[config.mk]
export PLATFORM = sky130hd
export DESIGN_NAME = regfile_write_arbiter
export DESIGN_NICKNAME = d
export VERILOG_FILES = /design/src/rtl/regfile_write_arbiter.sv
export SDC_FILE = /design/constraint.sdc
export NUM_CORES = 1
export LEC_CHECK = 0
export BUFFER_PORTS_ARGS = -buffer_cell sky130_fd_sc_hd__buf_2
export CORE_ASPECT_RATIO = 2
export CORE_UTILIZATION = 40
export CTS_CLUSTER_DIAMETER = 30
export DETAILED_ROUTE_END_ITERATION = 16
export PLACE_DENSITY = 0.62
export SYNTH_ARGS = -nofsm -noshare
export SYNTH_HDL_FRONTEND = slang
export SYNTH_SLANG_ARGS = --single-unit
[constraint.sdc]
create_clock -name clk -period 1.9 [get_ports clk]
set_clock_uncertainty 0.15 [all_clocks]
set_input_delay 0.38 -clock clk [delete_from_list [all_inputs] [get_ports clk]]
set_output_delay 0.38 -clock clk [all_outputs]
set_load 0.005 [all_outputs]
[src/rtl/regfile_write_arbiter.sv]
// Single write port arbiter for the 16x16 register file: load returns take priority,
// and ALU results are queued in a small FIFO. The optional macro WB_BYPASS_EN lets an ALU result skip an empty FIFO.
module regfile_write_arbiter #(
   parameter int DEPTH         = 2,
   parameter bit ZERO_REG_DROP = 1'b1
) (
   input  logic        clk,
   input  logic        rst,
   input  logic        alu_valid,
   input  logic [3:0]  alu_reg,
   input  logic [15:0] alu_data,
   output logic        alu_ready,
   input  logic        ld_valid,
   input  logic [3:0]  ld_reg,
   input  logic [15:0] ld_data,
   output logic [3:0]  DstReg,
   output logic        WriteReg,
   output logic [15:0] DstData,
   output logic [15:0] pending_mask,
   output logic [2:0]  fifo_count
);

   localparam int CW = $clog2(DEPTH + 1);
   localparam int PW = (DEPTH > 1) ? $clog2(DEPTH) : 1;
   localparam logic [CW-1:0] DEPTH_C = CW'(DEPTH);
   localparam logic [PW-1:0] LAST_C  = PW'(DEPTH - 1);

   logic [3:0]       q_reg  [DEPTH];
   logic [15:0]      q_data [DEPTH];
   logic [DEPTH-1:0] q_vld;
   logic [PW-1:0]    rd_ptr;
   logic [PW-1:0]    wr_ptr;
   logic [CW-1:0]    count;

   logic ld_take;
   logic alu_keep;
   logic push;
   logic pop;
   logic enq;
   logic bypass;
   logic empty;

   function automatic logic [PW-1:0] ptr_next(input logic [PW-1:0] p);
      if (p == LAST_C) ptr_next = '0;
      else             ptr_next = p + 1'b1;
   endfunction

   // A load to R0 in drop mode is not a write, so it must not block a FIFO pop.
   always_comb begin
      ld_take   = ld_valid & ~(ZERO_REG_DROP && (ld_reg == 4'd0));
      alu_ready = (count < DEPTH_C) & ~rst;
      push      = alu_valid & alu_ready;
      alu_keep  = push & ~(ZERO_REG_DROP && (alu_reg == 4'd0));
      empty     = (count == '0);
      pop       = ~ld_take & ~empty;
`ifdef WB_BYPASS_EN
      bypass    = alu_keep & ~ld_take & empty;
`else
      bypass    = 1'b0;
`endif
      enq       = alu_keep & ~bypass;
   end

   always_ff @(posedge clk) begin
      if (enq) begin
         q_reg[wr_ptr]  <= alu_reg;
         q_data[wr_ptr] <= alu_data;
      end
   end

   // Push and pop never address the same slot: push needs a free slot, pop a full one.
   always_ff @(posedge clk) begin
      if (rst) begin
         count    <= '0;
         rd_ptr   <= '0;
         wr_ptr   <= '0;
         q_vld    <= '0;
         WriteReg <= 1'b0;
         DstReg   <= 4'd0;
         DstData  <= 16'd0;
      end else begin
         if (pop) begin
            rd_ptr        <= ptr_next(rd_ptr);
            q_vld[rd_ptr] <= 1'b0;
         end
         if (enq) begin
            wr_ptr        <= ptr_next(wr_ptr);
            q_vld[wr_ptr] <= 1'b1;
         end
         case ({enq, pop})
            2'b10:   count <= count + 1'b1;
            2'b01:   count <= count - 1'b1;
            default: count <= count;
         endcase
         if (ld_take) begin
            WriteReg <= 1'b1;
            DstReg   <= ld_reg;
            DstData  <= ld_data;
         end else if (pop) begin
            WriteReg <= 1'b1;
            DstReg   <= q_reg[rd_ptr];
            DstData  <= q_data[rd_ptr];
         end else if (bypass) begin
            WriteReg <= 1'b1;
            DstReg   <= alu_reg;
            DstData  <= alu_data;
         end else begin
            WriteReg <= 1'b0;
         end
      end
   end

   always_comb begin
      pending_mask = 16'd0;
      for (int i = 0; i < DEPTH; i++) begin
         if (q_vld[i]) pending_mask[q_reg[i]] = 1'b1;
      end
      if (WriteReg) pending_mask[DstReg] = 1'b1;
   end

   assign fifo_count = 3'(count);

endmodule

==> metrics.md <==
| Metric | Value |
|---|---|
| Outcome | `finished, violations left` |
| Failing checks | `setup timing` |
| CTS max path bufs | `2` |
| Startpoint types | `register` |
| CTS tree | `done` |
| Netlist cell types | `31` |
| RSZ-0062 raised after global routing | `true` |
| FP Rows | `45` |
| CTS buffer count | `9` |
| VDD IR-drop max | `around 0.86 mV` |
| Routed vias | `2743` |
| Synth Register Bits | `68` |
| WP data arrival | `1.48 ns` |
| Routed len/inst | `~17 um` |
| Buffers added on ports | `83` |
| Min-delay worst type | `in2reg` |
| Tot Pwr | `between 4000 and 5000 uW` |
| Detailed-route wire length | `8.45 mm` |
| Mapped Nets | `roughly 330` |
| DRC | `0` |
| Critical path cell sequence | `and3b_1 -> a22oi_1 -> nand2_1 -> buf_2` |
| Final ANT Viol Nets | `0` |
| Vias in the first global route | `2688` |
| Final Setup Violations | `15` |
| Crit path required time | `1.37 ns` |
| Commonest non-fill, non-tap cells in the layout | `buf_2, nand2_1, edfxtp_1, buf_4, a21oi_1` |
| Final Cycle Share | `106%` |
| CP Class | `reg2out` |
| Max FFs per register | `32` |
| Post-synth ARST share | `0%` |
| Period minus WS final | `2.01 ns` |
| Max Fclk | `0.498 GHz` |
| Max Cap Viol | `0` |
| Final hold violations | `0` |
| Mapped Area | `between 3000 and 4000 um^2` |
| Core area | `7540 um^2` |
| Antenna fix cells | `0` |
| Leak | `roughly 0.0018 uW` |
| Layout cells sized above 1 | `around two fifths` |
| Post-Synthesis Cells | `286` |
| Die height | `127 um` |
| Initial Util | `41.2%` |
| Syn. warnings | `0` |
| Clk root buf | `clkbuf_16` |
| Worst-skew pair later-pin latency | `about 0.33 ns` |
| Final Slew Violations | `0` |
| Synth Flop Type | `edfxtp_1` |
| DRT Pass-1 Iters | `4` |
| Largest net degree at the start of global routing | `29` |
| Avg Inst Size Synth | `10.9 um^2` |
| Critical-path top delay cell | `edfxtp_1` |
| Die Area | `8140 um^2` |
| Area Overhead vs Synth | `34.9%` |
| Reg2Reg Setup Slack | `0.21 ns` |
| Clock Pin Slew Worst Setup and Hold Paths | `0.05 ns` |
| Vias/cell | `5.50` |
| First-pass GRT wire length | `between 10 and 15 mm` |
| Total track usage | `22.0%` |
| CTS Hold Buffers Added | `0` |
| Die span in x | `between 60 and 70 um` |
| Cell Area, Placed | `3850 um^2` |
| CTS H-tree depth | `3` |
| Final worst setup slack | `-0.107 ns` |
| CP Max Fanout | `5` |
| Final non-filler cell area | `4190 um^2` |
| Gr ovfl total | `0` |
| Top Ports | `85` |
| PwrDens | `1120 nW/um^2` |
| Number of synthesized flops with an enable pin | `40` |
| Final Wtd Congestion | `between 0.8 and 0.9` |
| Nets | `445` |
| Finished Layout Cells | `between 400 and 500` |
| CP endpoint kind | `primary output` |
| Hpwl dp | `6.03 mm` |
| DP Cell Count | `between 400 and 500` |
| Fin Hold WS | `0.0911 ns` |
| Initial drt markers | `roughly 110` |
| CTS sink count | `68` |
| CP peak stage delay | `approximately 0.43 ns` |
| Most common cell after layout, fill and taps aside | `buf_2` |
| Sequential share of the synthesized area | `56.7%` |
| Worst slack, placed | `-0.185 ns` |
| Initial antenna violation count | `0` |
==> worst paths after layout <==
path	startpoint	to	cells after the start
worst max-delay path	q_reg[1][1]$_DFFE_PP_	pending_mask[2]	4
worst min-delay path	alu_data[2]	q_data[1][2]$_DFFE_PP_	1
worst max register to register	count[1]$_SDFFE_PP0P_	count[1]$_SDFFE_PP0P_	6
worst min register to register	wr_ptr$_SDFFE_PP0P_	q_vld[1]$_SDFF_PP0_	2
==> where the power goes <==
group / internal (uW) / leakage [uW] / switching (uW)
Sequential: 1750 / 0.000598 / 126
Combinational: 669 / 0.00111 / 702
Clock: 907 / 0.000129 / 555
Total: 3320 / 0.00183 / 1380
==> repair_timing <==
item | in CTS | in global routing
setup buffers | 5 | 2
pin swaps | 6 | 0
setup endpoints to repair | 16 | 18
gates resized for setup | 7 | 5
==> metal layers <==
metal / vias up / GRT usage [%] / wire length (um) / part of all wire [%]
met5: - / 0 / 0 / 0
met2: 80 / 43.0 / 4890 / 58
li1: 1304 / - / - / -
met3: 18 / 4.68 / 326 / 3.9
met4: 0 / 9.15 / 214 / 2.5
met1: 1341 / 21.0 / 3010 / 36
==> worst max-delay path: cells and delay by family (launching register included) <==
kind	cells	cell delay, ns
flip-flops	1	0.43
AND/OR/NAND/NOR	2	0.37
AO/OA/AOI/OAI	1	0.22
buffers and inverters	1	0.13
==> stage by stage <==
| step | utilization (%) | setup TNS [ns] |
|---|---|---|
| 5_1_grt | 55.6 | -1.88 |
| 3_3_place_gp | 51.0 | -2.42 |
| 6_report | 55.6 | -0.828 |
| 2_1_floorplan | - | -0.0544 |
| 4_1_cts | 55.2 | -0.592 |
| 3_5_place_dp | 51.0 | -2.78 |
==> kinds of logic after synthesis <==
| logic type | after synthesis | share of synthesized area [%] |
|---|---|---|
| flops | 68 | 56.7 |
| fa+ha+maj | 1 | 0.403 |
| buf+inv | 19 | 2.62 |
| xor+xnor | 2 | 0.564 |
| other cells | 1 | 0.121 |
| compound gates | 70 | 15.1 |
| simple gates | 105 | 17.2 |
| mux | 20 | 7.25 |
==> layout make-up <==
| cell class | count | area [um^2] |
|---|---|---|
| Fill cell | 713 | 3350 |
| Sequential cell | 68 | 1760 |
| Clock inverter | 3 | 12.5 |
| Inverter | 3 | 11.3 |
| Timing Repair Buffer | 119 | 711 |
| Tap cell | 94 | 118 |
| Clock buffer | 13 | 250 |
| Multi-Input combinational cell | 199 | 1330 |
==> cell usage after synthesis (2+ instances only) <==
cell | number | area, um^2
mux2_2 | 20 | 225
dfxtp_1 | 28 | 561
o21ai_0 | 2 | 10.0
or3_1 | 22 | 138
and3b_1 | 6 | 52.6
nand4_1 | 2 | 12.5
buf_2 | 5 | 25.0
clkbuf_1 | 10 | 37.5
a22oi_1 | 9 | 67.6
and3_1 | 3 | 18.8
nor3b_1 | 3 | 22.5
edfxtp_1 | 40 | 1200
nor2_1 | 7 | 26.3
nand3_1 | 8 | 40.0
a32oi_1 | 6 | 52.6
o211ai_1 | 20 | 150
nand2_1 | 47 | 176
inv_1 | 3 | 11.3
o21ai_1 | 2 | 10.0
nor2b_1 | 6 | 37.5
a21oi_1 | 27 | 135
No activity file was read; power rests on OpenSTA's default activity.
